--- src/rtl/sipo_rx.sv ---
`default_nettype none
// ============================================================================
// Module      : sipo_rx
// Description : UART receive shift register. Oversampled start/data/parity/
//               stop framing with a valid/acknowledge handshake to the bus.
// Revision    : 1.0 - initial release
// ============================================================================
module sipo_rx #(
    parameter int OVERSAMPLE = 16,
    parameter int DATA_BITS  = 8
) (
    input  logic                 baud_clk,
    input  logic                 reset,
    input  logic                 data_rx,
    input  logic                 parity_type,
    input  logic                 rd_ack,
    output logic [DATA_BITS-1:0] data_out,
    output logic                 data_valid,
    output logic                 done_flag,
    output logic                 active_flag,
    output logic                 parity_error,
    output logic                 framing_error,
    output logic                 overrun_error,
    output logic [3:0]           bit_count
);

    localparam int               c_TICK_W    = $clog2(OVERSAMPLE);
    localparam logic [c_TICK_W-1:0] c_TICK_LAST = c_TICK_W'(OVERSAMPLE - 1);
    localparam logic [c_TICK_W-1:0] c_TICK_HALF = c_TICK_W'(OVERSAMPLE / 2 - 1);
    localparam logic [3:0]       c_LAST_BIT  = 4'(DATA_BITS - 1);

    localparam logic [2:0] c_ST_IDLE   = 3'd0;
    localparam logic [2:0] c_ST_START  = 3'd1;
    localparam logic [2:0] c_ST_DATA   = 3'd2;
    localparam logic [2:0] c_ST_PARITY = 3'd3;
    localparam logic [2:0] c_ST_STOP   = 3'd4;

    logic                 r_sync1;
    logic                 r_sync2;
    logic [2:0]           r_state;
    logic [2:0]           w_state_next;
    logic [c_TICK_W-1:0]  r_tick_cnt;
    logic [DATA_BITS-1:0] r_shift_reg;
    logic                 r_par_err;
    logic                 w_rx_s;
    logic                 w_tick_last;
    logic                 w_tick_half;
    logic                 w_frame_done;

    assign w_rx_s      = r_sync2;
    assign w_tick_last = (r_tick_cnt == c_TICK_LAST);
    assign w_tick_half = (r_tick_cnt == c_TICK_HALF);
    assign active_flag = (r_state != c_ST_IDLE);

    // Two-flop synchronizer; resets to the idle line level.
    always_ff @(posedge baud_clk) begin
        if (reset) begin
            r_sync1 <= 1'b1;
            r_sync2 <= 1'b1;
        end else begin
            r_sync1 <= data_rx;
            r_sync2 <= r_sync1;
        end
    end

    always_comb begin
        w_state_next = r_state;
        w_frame_done = 1'b0;
        case (r_state)
            c_ST_IDLE: begin
                if (!w_rx_s) w_state_next = c_ST_START;
            end
            c_ST_START: begin
                if (w_tick_half) w_state_next = w_rx_s ? c_ST_IDLE : c_ST_DATA;
            end
            c_ST_DATA: begin
                if (w_tick_last && (bit_count == c_LAST_BIT)) w_state_next = c_ST_PARITY;
            end
            c_ST_PARITY: begin
                if (w_tick_last) w_state_next = c_ST_STOP;
            end
            c_ST_STOP: begin
                // Leaving at mid stop bit leaves time to catch a back-to-back start.
                if (w_tick_last) begin
                    w_state_next = c_ST_IDLE;
                    w_frame_done = 1'b1;
                end
            end
            default: w_state_next = c_ST_IDLE;
        endcase
    end

    always_ff @(posedge baud_clk) begin
        if (reset) begin
            r_state    <= c_ST_IDLE;
            r_tick_cnt <= '0;
        end else begin
            r_state <= w_state_next;
            if ((w_state_next != r_state) || (r_state == c_ST_IDLE) || w_tick_last)
                r_tick_cnt <= '0;
            else
                r_tick_cnt <= r_tick_cnt + c_TICK_W'(1);
        end
    end

    always_ff @(posedge baud_clk) begin
        if (reset) begin
            r_shift_reg <= '0;
            bit_count   <= '0;
            r_par_err   <= 1'b0;
        end else begin
            if ((r_state == c_ST_START) && (w_state_next == c_ST_DATA))
                bit_count <= '0;
            if ((r_state == c_ST_DATA) && w_tick_last) begin
                r_shift_reg <= {w_rx_s, r_shift_reg[DATA_BITS-1:1]};
                bit_count   <= bit_count + 4'd1;
            end
            if ((r_state == c_ST_PARITY) && w_tick_last)
                r_par_err <= w_rx_s ^ (^r_shift_reg) ^ parity_type;
        end
    end

    always_ff @(posedge baud_clk) begin
        if (reset) begin
            data_out      <= '0;
            data_valid    <= 1'b0;
            done_flag     <= 1'b0;
            parity_error  <= 1'b0;
            framing_error <= 1'b0;
            overrun_error <= 1'b0;
        end else if (w_frame_done) begin
            data_out      <= r_shift_reg;
            parity_error  <= r_par_err;
            framing_error <= !w_rx_s;
            done_flag     <= 1'b1;
            overrun_error <= overrun_error | (data_valid & !rd_ack);
            data_valid    <= 1'b1;
        end else begin
            done_flag <= 1'b0;
            if (rd_ack && data_valid) data_valid <= 1'b0;
        end
    end

endmodule
`default_nettype wire

--- config.mk ---
export PLATFORM = sky130hd
export DESIGN_NAME = sipo_rx
export DESIGN_NICKNAME = d
export VERILOG_FILES = /design/src/rtl/sipo_rx.sv
export SDC_FILE = /design/constraint.sdc
export NUM_CORES = 1
export LEC_CHECK = 0
export CORE_ASPECT_RATIO = 2
export CORE_MARGIN = 2
export CORE_UTILIZATION = 40
export CTS_CLUSTER_DIAMETER = 200
export DETAILED_ROUTE_END_ITERATION = 10
export GPL_TIMING_DRIVEN = 0
export PLACE_DENSITY = 0.69
export RECOVER_POWER = 50
export SLEW_MARGIN = 25
export SYNTH_ARGS = -nofsm -noshare
export SYNTH_HDL_FRONTEND = slang
export SYNTH_SLANG_ARGS = --single-unit
--- constraint.sdc ---
create_clock -name baud_clk -period 1.4 [get_ports baud_clk]
set_input_delay 0.14 -clock baud_clk [delete_from_list [all_inputs] [get_ports baud_clk]]
set_output_delay 0.14 -clock baud_clk [all_outputs]
set_load 0.05 [all_outputs]
==> flow_metrics.py <==
metrics = {
    "timing": {
        "fin_crit_ps": 1530,
        "slew_headroom_pct": 54.8,
        "hold_violations": 0,
        "setup_violations": 24,
        "slew_violations": 0,
        "fmax_ghz": 0.654,
        "finClkSkew_ps": 1.97,
        "fin_crit_sh_pct": 109,
        "tightest_slew_ps": 677,
        "layout_setup_ws_ps": -130,
        "grt_setup_unrepaired": "true",
    },
    "cts": {
        "cts_hold_buffers": 0,
        "cts_inserted_buffers": 5,
        "cts_sinks": 35,
        "clock_path_buffers": 2,
        "cts-root-buf": "clkbuf_8",
        "clk_pin_slew_ps": 70,
        "clock_latency_ps": 290,
        "cts_tree": "yes",
        "cts_max_level": 2,
    },
    "min_path": {
        "min_to": "r_sync1",
        "holdCritStartpoint": "data_rx",
        "hp-class": "in -> reg",
        "whs_path_depth": 2,
    },
    "global_route": {
        "first_global_vias": 1326,
        "grt_pass1_wl_um": 5930,
        "gr-usage-all-layers_pct": 19.3,
        "grt.overflow.total": 0,
        "antenna_found_initial": 0,
        "grt_max_degree": 12,
    },
    "yosys": {
        "async_reset_ff_share_pct": 0,
        "synth.area.top_cells": "dfxtp_1 (47%), mux2i_1 (5.3%), nor2_1 (5.3%)",
        "synth_edf_count": 0,
        "synthCells": 165,
        "synth_most_common_cell": "dfxtp_1",
        "syn-num-nets": 172,
        "synthFlopType": "dfxtp_1",
        "synth.avg_cell_area_um2": 9.08,
        "yosysTopAreaCellShare_pct": 46.7,
        "yosysWarnings": 0,
        "syn_area_um2": 1500,
        "yosysSeqAreaShare_pct": 46.7,
        "synth_seq_cells": 35,
        "ys_types": 33,
        "synth_common_cells": "dfxtp_1 (35), nor2_1 (21), nand2_1 (20)",
        "synthDominantAreaCellType": "dfxtp_1",
    },
    "routing": {
        "remaining_drc_errors": 0,
        "wl_um": 3870,
        "vias": 1320,
        "drtAntennaViolNets": 0,
        "dr.pass1.iters": 4,
        "drtIter0Drc": 22,
        "vias_per_cell": 5.08,
        "route.detailed.wl_per_inst_um": 14.9,
    },
    "setup_path": {
        "reg2reg_from": "r_tick_cnt[0]",
        "end_kind": "register",
        "worst_setup_path_start_kind": "register",
        "r2r_cells": 7,
        "rr_endpoint": "bit_count[2]",
        "required_ps": 1600,
        "crit_start": "r_tick_cnt[0]",
        "ff2ff_setup_slack_ps": -130,
        "critPathKind": "reg -> reg",
        "crit_arrival_ps": 1730,
        "crit_fanout": 4,
    },
    "power_and_ir_drop": {
        "leakage_nw": 0.889,
        "power.density_nw_per_um2": 859,
        "irDropWorstVdd_mv": 0.720,
    },
    "place": {
        "gp_congestion": 0.813,
        "io_buffers": 22,
        "pre_cts_ws_ps": -346,
        "place_area_um2": 1800,
        "hpwl_um": 2320,
    },
    "floorplanning": {
        "ios": 23,
        "start_util_pct": 41.6,
        "core_um2": 3610,
        "die_w_um": 47.3,
        "die_y_um": 90.6,
        "rows": 31,
        "fp.dieArea_um2": 4280,
    },
    "cells_and_area": {
        "nFillCells": 307,
        "seq_area_um2": 726,
        "stdcell_area_um2": 2250,
        "multi_input_area_um2": 928,
        "nets": 217,
        "syn2layout_area_growth_pct": 49.9,
        "final_layout_size_suffix_gt1_share_pct": 40.3,
        "n_antenna_cell": 0,
    },
    "run_status": {
        "status": "finished, violations left",
        "violations": "negative setup slack",
    },
    "job": {
        "maxCapViolCount": 0,
    },
}
-- cells in the final DEF (no fill, tap or decap), types with 4 or more instances in the layout --
cell type / n
dfxtp_1: 21
nor2_1: 20
dlygate4sd2_1: 16
nand2_1: 14
buf_4: 12
dfxtp_2: 11
buf_6: 10
a21oi_2: 10
mux2i_1: 8
xnor2_1: 7
clkbuf_8: 7
o21ai_0: 4
a211oi_1: 4
a21oi_1: 4
-- report_power, final --
group / total (mW) / leakage, nW / switching, mW / internal (mW)
logic: 0.106 / 0.549 / 0.0592 / 0.0472
registers: 1.00 / 0.290 / 0.00520 / 0.995
clock network: 0.824 / 0.0505 / 0.376 / 0.447
-- routing by layer --
| metal | share of wire, % | global-route usage, % | up-vias |
|---|---|---|---|
| li1 | - | - | 653 |
| met1 | 38 | 18.6 | 632 |
| met2 | 57 | 33.9 | 25 |
| met3 | 2.5 | 4.40 | 10 |
| met4 | 3.1 | 10.9 | 0 |
| met5 | 0 | 0 | - |
-- critical path: stages (launching register included) --
cell      delay, ps
dfxtp_2         360
ha_4            160
nand4_1         130
buf_6           170
nor3_4          200
buf_6           140
a211oi_1         70
a211oi_1        210
-- stage by stage --
step	total power, mW	util, %	cells	setup TNS, ps	hold WS, ps
after floorplan	1.08	-	165	-80.3	244
after global placement	1.10	49.8	236	-2460	395
after detailed placement	1.11	49.8	236	-3080	396
after CTS	1.94	57.1	253	-1050	414
after global routing	1.99	62.3	260	-2810	431
final	1.93	62.3	260	-1490	414
-- cell families after synthesis --
| kind of cell | share of synthesized area [%] |
|---|---|
| DFF | 46.7 |
| adders and majority gates | 1.67 |
| xor gates and xnor gates | 7.35 |
| muxes | 5.34 |
| buffers and inverters | 4.59 |
| AOI/OAI and AO/OA | 11.7 |
| and+or+nand+nor | 22.6 |
-- final cells by class --
type	instances	area share [%]
Multi-Input combinational cell	119	41.3
Sequential cell	35	32.3
Timing Repair Buffer	39	15.6
Clock buffer	7	4.29
Buffer	8	3.06
Tap cell	49	2.73
Clock inverter	1	0.334
Inverter	2	0.334
-- worst max-delay path by stage --
stage                   end  slack [ps]  depth (start not counted)
2_1_floorplan   data_out[0]         -10                          7
3_3_place_gp    active_flag        -350                          3
3_5_place_dp    active_flag        -350                          3
4_1_cts         active_flag        -110                          3
5_1_grt        bit_count[2]        -190                          7
6_report       bit_count[2]        -130                          7
-- timing repair --
action	CTS	global route
cloned	1	1
setup endpoints to repair	45	31
pin swaps	9	21
buffers inserted	9	8
resized for setup	54	42
(Power assumes the default switching activity.)
